File: src/rtl/mips_multicycle_ctrl_pkg.sv
// rtl/mips_multicycle_ctrl_pkg.sv - state codes, opcode constants and select encodings for the multicycle control
package mips_multicycle_ctrl_pkg;

  typedef enum logic [3:0] {
    S_FETCH, S_DECODE, S_EXEC_R, S_R_WB, S_EXEC_I, S_I_WB, S_MEM_ADDR, S_MEM_RD,
    S_MEM_WB, S_MEM_WR, S_BRANCH, S_JUMP, S_JR, S_LUI_WB, S_HALT, S_ERROR
  } state_t;

  localparam logic [5:0] OP_RTYPE = 6'b000000;
  localparam logic [5:0] OP_LW    = 6'b100011;
  localparam logic [5:0] OP_SW    = 6'b101011;
  localparam logic [5:0] OP_BEQ   = 6'b000100;
  localparam logic [5:0] OP_BNE   = 6'b000101;
  localparam logic [5:0] OP_J     = 6'b000010;
  localparam logic [5:0] OP_JAL   = 6'b000011;
  localparam logic [5:0] OP_ADDI  = 6'b001000;
  localparam logic [5:0] OP_ANDI  = 6'b001100;
  localparam logic [5:0] OP_ORI   = 6'b001101;
  localparam logic [5:0] OP_SLTI  = 6'b001010;
  localparam logic [5:0] OP_LUI   = 6'b001111;
  localparam logic [5:0] OP_HALT  = 6'b111111;
  localparam logic [5:0] FN_JR    = 6'b001000;

  localparam logic [1:0] DST_RT = 2'b00, DST_RD = 2'b01, DST_RA = 2'b10;
  localparam logic [1:0] WB_ALUOUT = 2'b00, WB_MDR = 2'b01, WB_PC = 2'b10, WB_LUI = 2'b11;
  localparam logic [1:0] SRCB_RT = 2'b00, SRCB_FOUR = 2'b01, SRCB_EXT = 2'b10, SRCB_EXT_SH = 2'b11;
  localparam logic [1:0] ALU_ADD = 2'b00, ALU_SUB = 2'b01, ALU_FUNCT = 2'b10, ALU_IMM = 2'b11;
  localparam logic [1:0] PC_ALU = 2'b00, PC_ALUOUT = 2'b01, PC_JUMP = 2'b10, PC_RS = 2'b11;

  // Unknown opcodes map to S_FETCH; the caller treats that as the illegal case.
  function automatic state_t decode_target(input logic [5:0] op, input logic [5:0] fn);
    case (op)
      OP_RTYPE:                          return (fn == FN_JR) ? S_JR : S_EXEC_R;
      OP_LW, OP_SW:                      return S_MEM_ADDR;
      OP_BEQ, OP_BNE:                    return S_BRANCH;
      OP_J, OP_JAL:                      return S_JUMP;
      OP_ADDI, OP_ANDI, OP_ORI, OP_SLTI: return S_EXEC_I;
      OP_LUI:                            return S_LUI_WB;
      OP_HALT:                           return S_HALT;
      default:                           return S_FETCH;
    endcase
  endfunction

  function automatic logic [1:0] imm_op_of(input logic [5:0] op);
    case (op)
      OP_ANDI: return 2'b01;
      OP_ORI:  return 2'b10;
      OP_SLTI: return 2'b11;
      default: return 2'b00;
    endcase
  endfunction

endpackage

File: src/rtl/mips_multicycle_ctrl_mem_wait_timer.sv
// rtl/mips_multicycle_ctrl_mem_wait_timer.sv - memory wait counter with clear/inc and expiry flag
module mem_wait_timer #(
  parameter int LIMIT = 16
) (
  input  logic clock,
  input  logic reset,
  input  logic clear,
  input  logic inc,
  output logic expired
);

  localparam int W = (LIMIT > 1) ? $clog2(LIMIT) : 1;

  logic [W-1:0] cnt;

  assign expired = (cnt == W'(LIMIT - 1));

  always_ff @(posedge clock) begin
    if (!reset || clear) cnt <= '0;
    else if (inc && !expired) cnt <= cnt + W'(1);
  end

endmodule

File: src/rtl/mips_multicycle_ctrl.sv
// rtl/mips_multicycle_ctrl.sv - multicycle MIPS control FSM with memory handshake, timeout, halt and retire counter
module mips_multicycle_ctrl
  import mips_multicycle_ctrl_pkg::*;
#(
  parameter int MEM_TIMEOUT = 16,
  parameter int CNT_W       = 32
) (
  input  logic             clock,
  input  logic             reset,
  input  logic [5:0]       opcode,
  input  logic [5:0]       funct,
  input  logic             zero_flag,
  input  logic             mem_ready,
  output logic             pc_en,
  output logic             ir_en,
  output logic             mem_read,
  output logic             mem_write,
  output logic             iord,
  output logic             reg_write,
  output logic [1:0]       reg_dst,
  output logic [1:0]       wb_sel,
  output logic             alu_src_a,
  output logic [1:0]       alu_src_b,
  output logic [1:0]       alu_op,
  output logic [1:0]       imm_op,
  output logic             ext_op,
  output logic [1:0]       pc_src,
  output logic             illegal_op,
  output logic             bus_error,
  output logic             halted,
  output logic [CNT_W-1:0] instr_count
);

  state_t state;
  logic   in_wait, expired;

  assign in_wait = (state == S_FETCH) || (state == S_MEM_RD) || (state == S_MEM_WR);

  // Leaving a wait state always coincides with !in_wait or mem_ready, so both clear the count.
  mem_wait_timer #(.LIMIT(MEM_TIMEOUT)) u_timer (
    .clock   (clock),
    .reset   (reset),
    .clear   (!in_wait || mem_ready),
    .inc     (in_wait && !mem_ready),
    .expired (expired)
  );

  always_ff @(posedge clock) begin
    if (!reset) begin
      state       <= S_FETCH;
      bus_error   <= 1'b0;
      instr_count <= '0;
    end else begin
      case (state)
        S_FETCH, S_MEM_RD: begin
          if (mem_ready) state <= (state == S_FETCH) ? S_DECODE : S_MEM_WB;
          else if (expired) begin
            state     <= S_ERROR;
            bus_error <= 1'b1;
          end
        end
        S_MEM_WR: begin
          if (mem_ready) begin
            state       <= S_FETCH;
            instr_count <= instr_count + CNT_W'(1);
          end else if (expired) begin
            state     <= S_ERROR;
            bus_error <= 1'b1;
          end
        end
        S_DECODE:   state <= decode_target(opcode, funct);
        S_EXEC_R:   state <= S_R_WB;
        S_EXEC_I:   state <= S_I_WB;
        S_MEM_ADDR: state <= (opcode == OP_LW) ? S_MEM_RD : S_MEM_WR;
        S_R_WB, S_I_WB, S_MEM_WB, S_BRANCH, S_JUMP, S_JR, S_LUI_WB: begin
          state       <= S_FETCH;
          instr_count <= instr_count + CNT_W'(1);
        end
        default:    state <= state;
      endcase
    end
  end

  always_comb begin
    pc_en      = 1'b0;
    ir_en      = 1'b0;
    mem_read   = 1'b0;
    mem_write  = 1'b0;
    iord       = 1'b0;
    reg_write  = 1'b0;
    reg_dst    = DST_RT;
    wb_sel     = WB_ALUOUT;
    alu_src_a  = 1'b0;
    alu_src_b  = SRCB_FOUR;
    alu_op     = ALU_ADD;
    imm_op     = imm_op_of(opcode);
    ext_op     = !((opcode == OP_ANDI) || (opcode == OP_ORI));
    pc_src     = PC_ALU;
    illegal_op = 1'b0;
    halted     = 1'b0;
    case (state)
      S_FETCH: begin
        mem_read = 1'b1;
        ir_en    = mem_ready;
        pc_en    = mem_ready;
      end
      S_DECODE: begin
        alu_src_b  = SRCB_EXT_SH;
        illegal_op = (decode_target(opcode, funct) == S_FETCH);
      end
      S_EXEC_R: begin
        alu_src_a = 1'b1;
        alu_src_b = SRCB_RT;
        alu_op    = ALU_FUNCT;
      end
      S_EXEC_I: begin
        alu_src_a = 1'b1;
        alu_src_b = SRCB_EXT;
        alu_op    = ALU_IMM;
      end
      S_MEM_ADDR: begin
        alu_src_a = 1'b1;
        alu_src_b = SRCB_EXT;
        iord      = 1'b1;
      end
      S_MEM_RD: begin
        mem_read = 1'b1;
        iord     = 1'b1;
        ir_en    = mem_ready;
      end
      S_MEM_WR: begin
        mem_write = 1'b1;
        iord      = 1'b1;
      end
      S_R_WB: begin
        reg_write = 1'b1;
        reg_dst   = DST_RD;
      end
      S_I_WB:   reg_write = 1'b1;
      S_MEM_WB: begin
        reg_write = 1'b1;
        wb_sel    = WB_MDR;
      end
      S_LUI_WB: begin
        reg_write = 1'b1;
        wb_sel    = WB_LUI;
      end
      S_BRANCH: begin
        alu_src_a = 1'b1;
        alu_src_b = SRCB_RT;
        alu_op    = ALU_SUB;
        pc_src    = PC_ALUOUT;
        pc_en     = ((opcode == OP_BEQ) && zero_flag) || ((opcode == OP_BNE) && !zero_flag);
      end
      S_JUMP: begin
        pc_en  = 1'b1;
        pc_src = PC_JUMP;
        if (opcode == OP_JAL) begin
          reg_write = 1'b1;
          reg_dst   = DST_RA;
          wb_sel    = WB_PC;
        end
      end
      S_JR: begin
        pc_en  = 1'b1;
        pc_src = PC_RS;
      end
      S_HALT:  halted = 1'b1;
      default: ;
    endcase
    if (!reset) begin
      pc_en     = 1'b0;
      ir_en     = 1'b0;
      mem_read  = 1'b0;
      mem_write = 1'b0;
      reg_write = 1'b0;
    end
  end

endmodule

File: config.mk
export PLATFORM = sky130hd
export DESIGN_NAME = mips_multicycle_ctrl
export DESIGN_NICKNAME = d
export VERILOG_FILES = /design/src/rtl/mips_multicycle_ctrl_pkg.sv /design/src/rtl/mips_multicycle_ctrl_mem_wait_timer.sv /design/src/rtl/mips_multicycle_ctrl.sv
export SDC_FILE = /design/constraint.sdc
export NUM_CORES = 1
export LEC_CHECK = 0
export CAP_MARGIN = 10
export CORE_MARGIN = 4
export CORE_UTILIZATION = 44
export DETAILED_ROUTE_END_ITERATION = 7
export PLACE_DENSITY = 0.86
export SLEW_MARGIN = 20
export SYNTH_ARGS = -nofsm -noshare
export SYNTH_HDL_FRONTEND = slang
export SYNTH_HIERARCHICAL = 1
export SYNTH_SLANG_ARGS = --single-unit
File: constraint.sdc
create_clock -name clock -period 1.9 [get_ports clock]
set_input_delay 0.38 -clock clock [delete_from_list [all_inputs] [get_ports clock]]
set_output_delay 0.38 -clock clock [all_outputs]
set_load 0.02 [all_outputs]
Yosys cells after proc, flatten, opt, wreduce, memory -nomap -nowiden
Index checks and enable logic that the tools add are counted.

Reduce and logical (&&, ||, !) cells: 36. Add/sub/neg operators: 2. Muxes and demuxes: 33. Shift-type cells: 0. Multiply operators: 0. Bitwise gates (word level): 1. Eq/ne operators: 29. Div/mod/pow operators: 0. Order comparisons: 0.

Operators with widths (count): 32-bit case mux with 2 select lines (1); 4-bit case mux with 7 select lines (2); 6-bit by 4-bit == test with 1-bit output (second input constant) (6); 32-bit by 1-bit adder with 32-bit output (second input constant) (1); 4-bit == test (second input constant) (8); 32-bit 2-to-1 mux (1); 2-bit case mux with 3 select lines (5); 4-bit 2-to-1 mux (7); 6-bit == test (second input constant) (3); 4-bit by 3-bit == test with 1-bit output (second input constant) (4); 2-bit OR reduction (7); 1-bit 2-to-1 mux (13); 6-bit by 2-bit == test with 1-bit output (second input constant) (2); 6-bit by 3-bit == test with 1-bit output (second input constant) (2); 4-bit OR reduction (3); 4-bit by 2-bit == test with 1-bit output (second input constant) (2); 4-bit zero test (2); 7-bit nonzero test (1); 7-bit OR reduction (1); 1-bit zero test (6); 6-bit zero test (1); 1-bit logical OR (6); 3-bit OR reduction (2); 4-bit by 1-bit adder with 4-bit output (second input constant) (1); other kinds (11) (14).

Memory bits (read-only): 0. Bits in writable memories: 0. Memories kept: 0. Output and inout port bits: 55. Flip-flop bits (word level): 41. Input port bits: 16. Latch bits: 0. Word-level logic and storage cells: 105.

Depth between registers and ports, before layout
Depth after elaboration: 6. Mapped depth: 9. Mapped depth without buffers: 8.

Hierarchy
The synthesis kept the hierarchy.

Modules (own cells, without submodules): mips_multicycle_ctrl (seq. area each 740.7 µm², cells each 318, times used 1, area an instance 2367.3 µm²); mem_wait_timer (seq. area each 80.1 µm², cells each 23, times used 1, area an instance 197.7 µm²).

Least setup slack after synthesis
No wires, ideal clock.

Path kind: input-to-output. Start point: input opcode[5]. End point: output reg_write. Data arrival time: 1.969 ns. Cell stages on the path: 4. Setup slack: -0.449 ns. Data required time: 1.520 ns. Buffers on the path: 0. Cell sequence: nor2_1 > nand2_1 > nor4_1 > o21a_1.

Longest elaborated chain between the ends: 4.

RTL lines: start, declared (line mips_multicycle_ctrl.sv:10) `input logic [5:0] opcode,`; 6-bit by 2-bit == test with 1-bit output (line mips_multicycle_ctrl.sv:158) `if (opcode == OP_JAL) begin`; 1-bit 2-to-1 mux (line mips_multicycle_ctrl.sv:158); 1-bit case mux with 2 select lines (line mips_multicycle_ctrl.sv:101) `case (state)`; 1-bit 2-to-1 mux (line mips_multicycle_ctrl.sv:171) `if (!reset) begin`; end, declared (line mips_multicycle_ctrl.sv:19) `output logic reg_write,`.

No other way between the ends.

Worst setup path in the final report
Start point: register state[1]. End point: register instr_count[14].

Longest elaborated chain between the ends: 4. Elaborated cells on any way between the ends: 13. Those cells by class: eq/ne: 9; mux: 1; reduce/logical: 3.

RTL lines: start, declared (line mips_multicycle_ctrl.sv:34) `state_t state;`; start signal, assigned (line mips_multicycle_ctrl.sv:56) `if (mem_ready) state <= (state == S_FETCH) ? S_DECODE : S_MEM_WB;`; start signal, assigned (line mips_multicycle_ctrl.sv:71) `S_DECODE: state <= decode_target(opcode, funct);`; start signal, assigned (line mips_multicycle_ctrl.sv:74) `S_MEM_ADDR: state <= (opcode == OP_LW) ? S_MEM_RD : S_MEM_WR;`; 4-bit == test, or another cell as far along (line mips_multicycle_ctrl.sv:54) `case (state)`; 7-bit OR reduction (line mips_multicycle_ctrl.sv:54); 2-bit nonzero test (no line); 2-bit AND reduction (no line); end signal, assigned (line mips_multicycle_ctrl.sv:65) `instr_count <= instr_count + CNT_W'(1);`; end signal, assigned (line mips_multicycle_ctrl.sv:77) `instr_count <= instr_count + CNT_W'(1);`; end, declared (line mips_multicycle_ctrl.sv:31) `output logic [CNT_W-1:0] instr_count`.

Several ways; a longest one is shown, not always the timed one. A chain may end at the register's enable or synchronous reset.

==> impl_metrics.json <==
{
  "fmax_ghz": 0.493,
  "clkSinkCount": 41,
  "clock_skew_ns": 0.00397,
  "die_w_microns": 84.4,
  "whs_ns": 0.486,
  "diodes": 0,
  "synth_ff_type": "dfxtp_1",
  "rows": 27,
  "path_class": "reg -> reg",
  "gp_congestion": 0.963,
  "wirelength_microns": 10100,
  "drive_gt1_share_pct": 39.0,
  "die_h_microns": 84.4,
  "power.density_mw_per_mm2": 419,
  "place_area_sq_mm": 0.00377,
  "drt_iter0_drc": 306,
  "first_global_vias": 3122,
  "initial_core_util_pct": 46.0,
  "grt_max_degree": 33,
  "synth_compound_area_share_pct": 17.0,
  "boundaryPins": 71,
  "synth-edff-count": 0,
  "cts_tree": "done",
  "yosysWarnings": 6,
  "finalSetupTns_ns": -1.67,
  "wl_per_cell_microns": 18.0,
  "synth_simple_gate_area_share_pct": 35.4,
  "cts_buffers": 5,
  "p_leak_nw": 1.76,
  "grt_overflow": 0,
  "slew_headroom_pct": 68.0,
  "vias": 3429,
  "drc": 0,
  "end_kind": "register",
  "synth_xor_area_share_pct": 8.20,
  "clk_pin_slew_ns": 0.07,
  "post-place-ws_ns": -0.892,
  "hp-class": "reg -> reg",
  "crit_path_start_kind": "register",
  "synth_cells": 341,
  "period_share_pct": 107,
  "cp_data_required_time_ns": 2.07,
  "synth_fp_nets": 359,
  "highest_layer": "met4",
  "post_drt_via_cell_ratio": 6.13,
  "synth_area_per_cell_sq_um": 7.52,
  "fin_ws_ns": -0.128,
  "final-setup-viol-count": 32,
  "synth_top_family_by_area": "simple AND/OR/NAND/NOR gates",
  "clk_latency_ns": 0.30,
  "cp_max_fo": 5,
  "h-tree-depth": 2,
  "syn_to_final_growth_pct": 66.4,
  "wl_met2_microns": 4940,
  "core_area_sq_mm": 0.00557,
  "worstPathArrival_ns": 2.20,
  "synthMuxAreaShare_pct": 1.17,
  "power_w": 0.00179,
  "ant_nets": 0,
  "synthesis.area_sq_mm": 0.00256,
  "peakVddDrop_mv": 0.322,
  "ys_seq_area_share_pct": 32.0,
  "io_buffers": 70,
  "synthArstFlopShare_pct": 0,
  "synth_seq_cells": 41,
  "worstMarginPinSlew_ns": 0.476,
  "synth.distinct_cells": 60,
  "cts_root_buf": "clkbuf_8",
  "antenna_found_initial": 0,
  "violations": "negative setup slack",
  "place_hpwl_microns": 5870,
  "rsz0062_at_grt": "true",
  "period_minus_slack_ns": 2.03,
  "status": "finished, violations left",
  "fill_cells": 330,
  "num-nets-final": 504,
  "grt_usage_pct": 24.3,
  "max_cap_violations": 0,
  "synth_fa_ha_area_share_pct": 0.976,
  "drv_slew": 0,
  "clock_path_buffers": 2,
  "m1WireLength_microns": 3710,
  "met3_length_microns": 759,
  "drtPass1Iterations": 5,
  "final_area_sq_mm": 0.00427,
  "dieArea_sq_mm": 0.00711,
  "grt_pass1_wl_microns": 14400,
  "hold_viol": 0
}
## metal layers
| layer | global-route usage [%] | vias up |
|---|---|---|
| met4 | 10.6 | 0 |
| li1 | - | 1518 |
| met1 | 28.9 | 1583 |
| met2 | 42.9 | 244 |
| met3 | 3.93 | 84 |
| met5 | 0 | - |
## cells in the mapped netlist, drive strengths merged, types with 2 or more instances
library cell / count / area, sq um
o31ai: 3 / 22.5
or3: 6 / 37.5
nor2b: 3 / 18.8
xnor2: 10 / 87.6
dfxtp: 41 / 821
buf: 8 / 40.0
nor4: 9 / 56.3
nor3: 9 / 45.0
nand4b: 3 / 26.3
o2111ai: 2 / 17.5
clkbuf: 13 / 48.8
inv: 11 / 41.3
o22ai: 4 / 25.0
nand2b: 6 / 37.5
nand3: 19 / 108
xor2: 14 / 123
nor2: 38 / 143
o211ai: 5 / 37.5
and4: 3 / 26.3
and3: 7 / 45.1
a21boi: 3 / 22.5
nand2: 34 / 128
a21oi: 19 / 95.1
o2111a: 2 / 23.8
or2: 5 / 31.3
ha: 2 / 25.0
o21bai: 2 / 15.0
and2: 6 / 37.5
o311ai: 2 / 17.5
o21a: 3 / 23.8
or4: 4 / 30.0
o21ai: 17 / 85.1
nand4: 11 / 75.1
mux2i: 3 / 30.0
## metrics by stage
step / utilization (%) / instances
finish: 76.6 / 559
global route: 76.6 / 559
CTS: 72.4 / 546
detailed placement: 67.7 / 526
global placement: 67.7 / 526
floorplan: - / 341
## state kept, by name (all words and copies together) (netlist names)
register and cells:
instr_count 32, state 4, u_timer/cnt 4, bus_error 1
## kinds of logic (layout without fill, tap and decap cells)
logic type                 count (synthesis)  count (layout)
muxes                                      3               3
and+or+nand+nor                          170             171
AOI/OAI and AO/OA                         68              68
buffers and inverters                     33             178
DFF                                       41              41
xor gates and xnor gates                  24              24
adders and majority gates                  2               2
## layout make-up
class,instances,area (sq um),share of cell area [%]
clock buffer,8,80.1,1.88
inverter,12,45.0,1.06
multi-input combinational,268,1910,44.7
sequential,41,835,19.5
tap,72,90.1,2.11
timing repair buffer,158,1310,30.7
## report_power, final
group          internal [W]  leakage (nW)  switching (W)  total, W
logic              0.000174          1.38       0.000192  0.000366
clock network      0.000261        0.0395       0.000291  0.000552
registers          0.000863         0.334     0.00000957  0.000873
## worst paths after layout
| path | depth (start not counted) | start | endpoint | slack, ns |
|---|---|---|---|---|
| setup / recovery | 8 | state[1]$_SDFFE_PN0P_ | instr_count[14]$_SDFFE_PN0P_ | -0.13 |
| hold / removal | 2 | bus_error$_SDFFE_PN0P_ | bus_error$_SDFFE_PN0P_ | 0.49 |
| setup reg to reg | 8 | state[1]$_SDFFE_PN0P_ | instr_count[14]$_SDFFE_PN0P_ | -0.13 |
| hold reg to reg | 2 | bus_error$_SDFFE_PN0P_ | bus_error$_SDFFE_PN0P_ | 0.49 |
## worst max-delay path, stage by stage, from the launching register on
cell	delay (ns)
dfxtp_4	0.37
buf_6	0.13
buf_6	0.12
or4b_4	0.57
o2111a_2	0.24
nand3_2	0.12
buf_4	0.13
xor2_1	0.15
nor2_1	0.07
## layout by cell type, fill, tap and decap left out, types with 5 or more instances in the layout
master	n
a21oi_1	12
clkdlybuf4s50_1	34
buf_6	19
and2_1	5
dfxtp_2	5
nand2_1	32
nand3_1	16
and3_1	6
inv_1	9
nor2_1	32
xor2_1	12
a21oi_2	7
buf_2	17
dfxtp_1	34
o211ai_1	5
buf_4	77
xnor2_1	9
nand4_1	10
nor4_1	6
clkbuf_8	5
o21ai_0	9
## repair_timing
action	4_1_cts	5_1_grt
setup endpoints to repair	45	46
setup buffers	9	13
hold buffers	0	0
endpoints found under the hold margin	0	0
cloned	3	0
gates resized for setup	158	62
pin swaps	17	34
No activity file was read; power rests on OpenSTA's default activity.
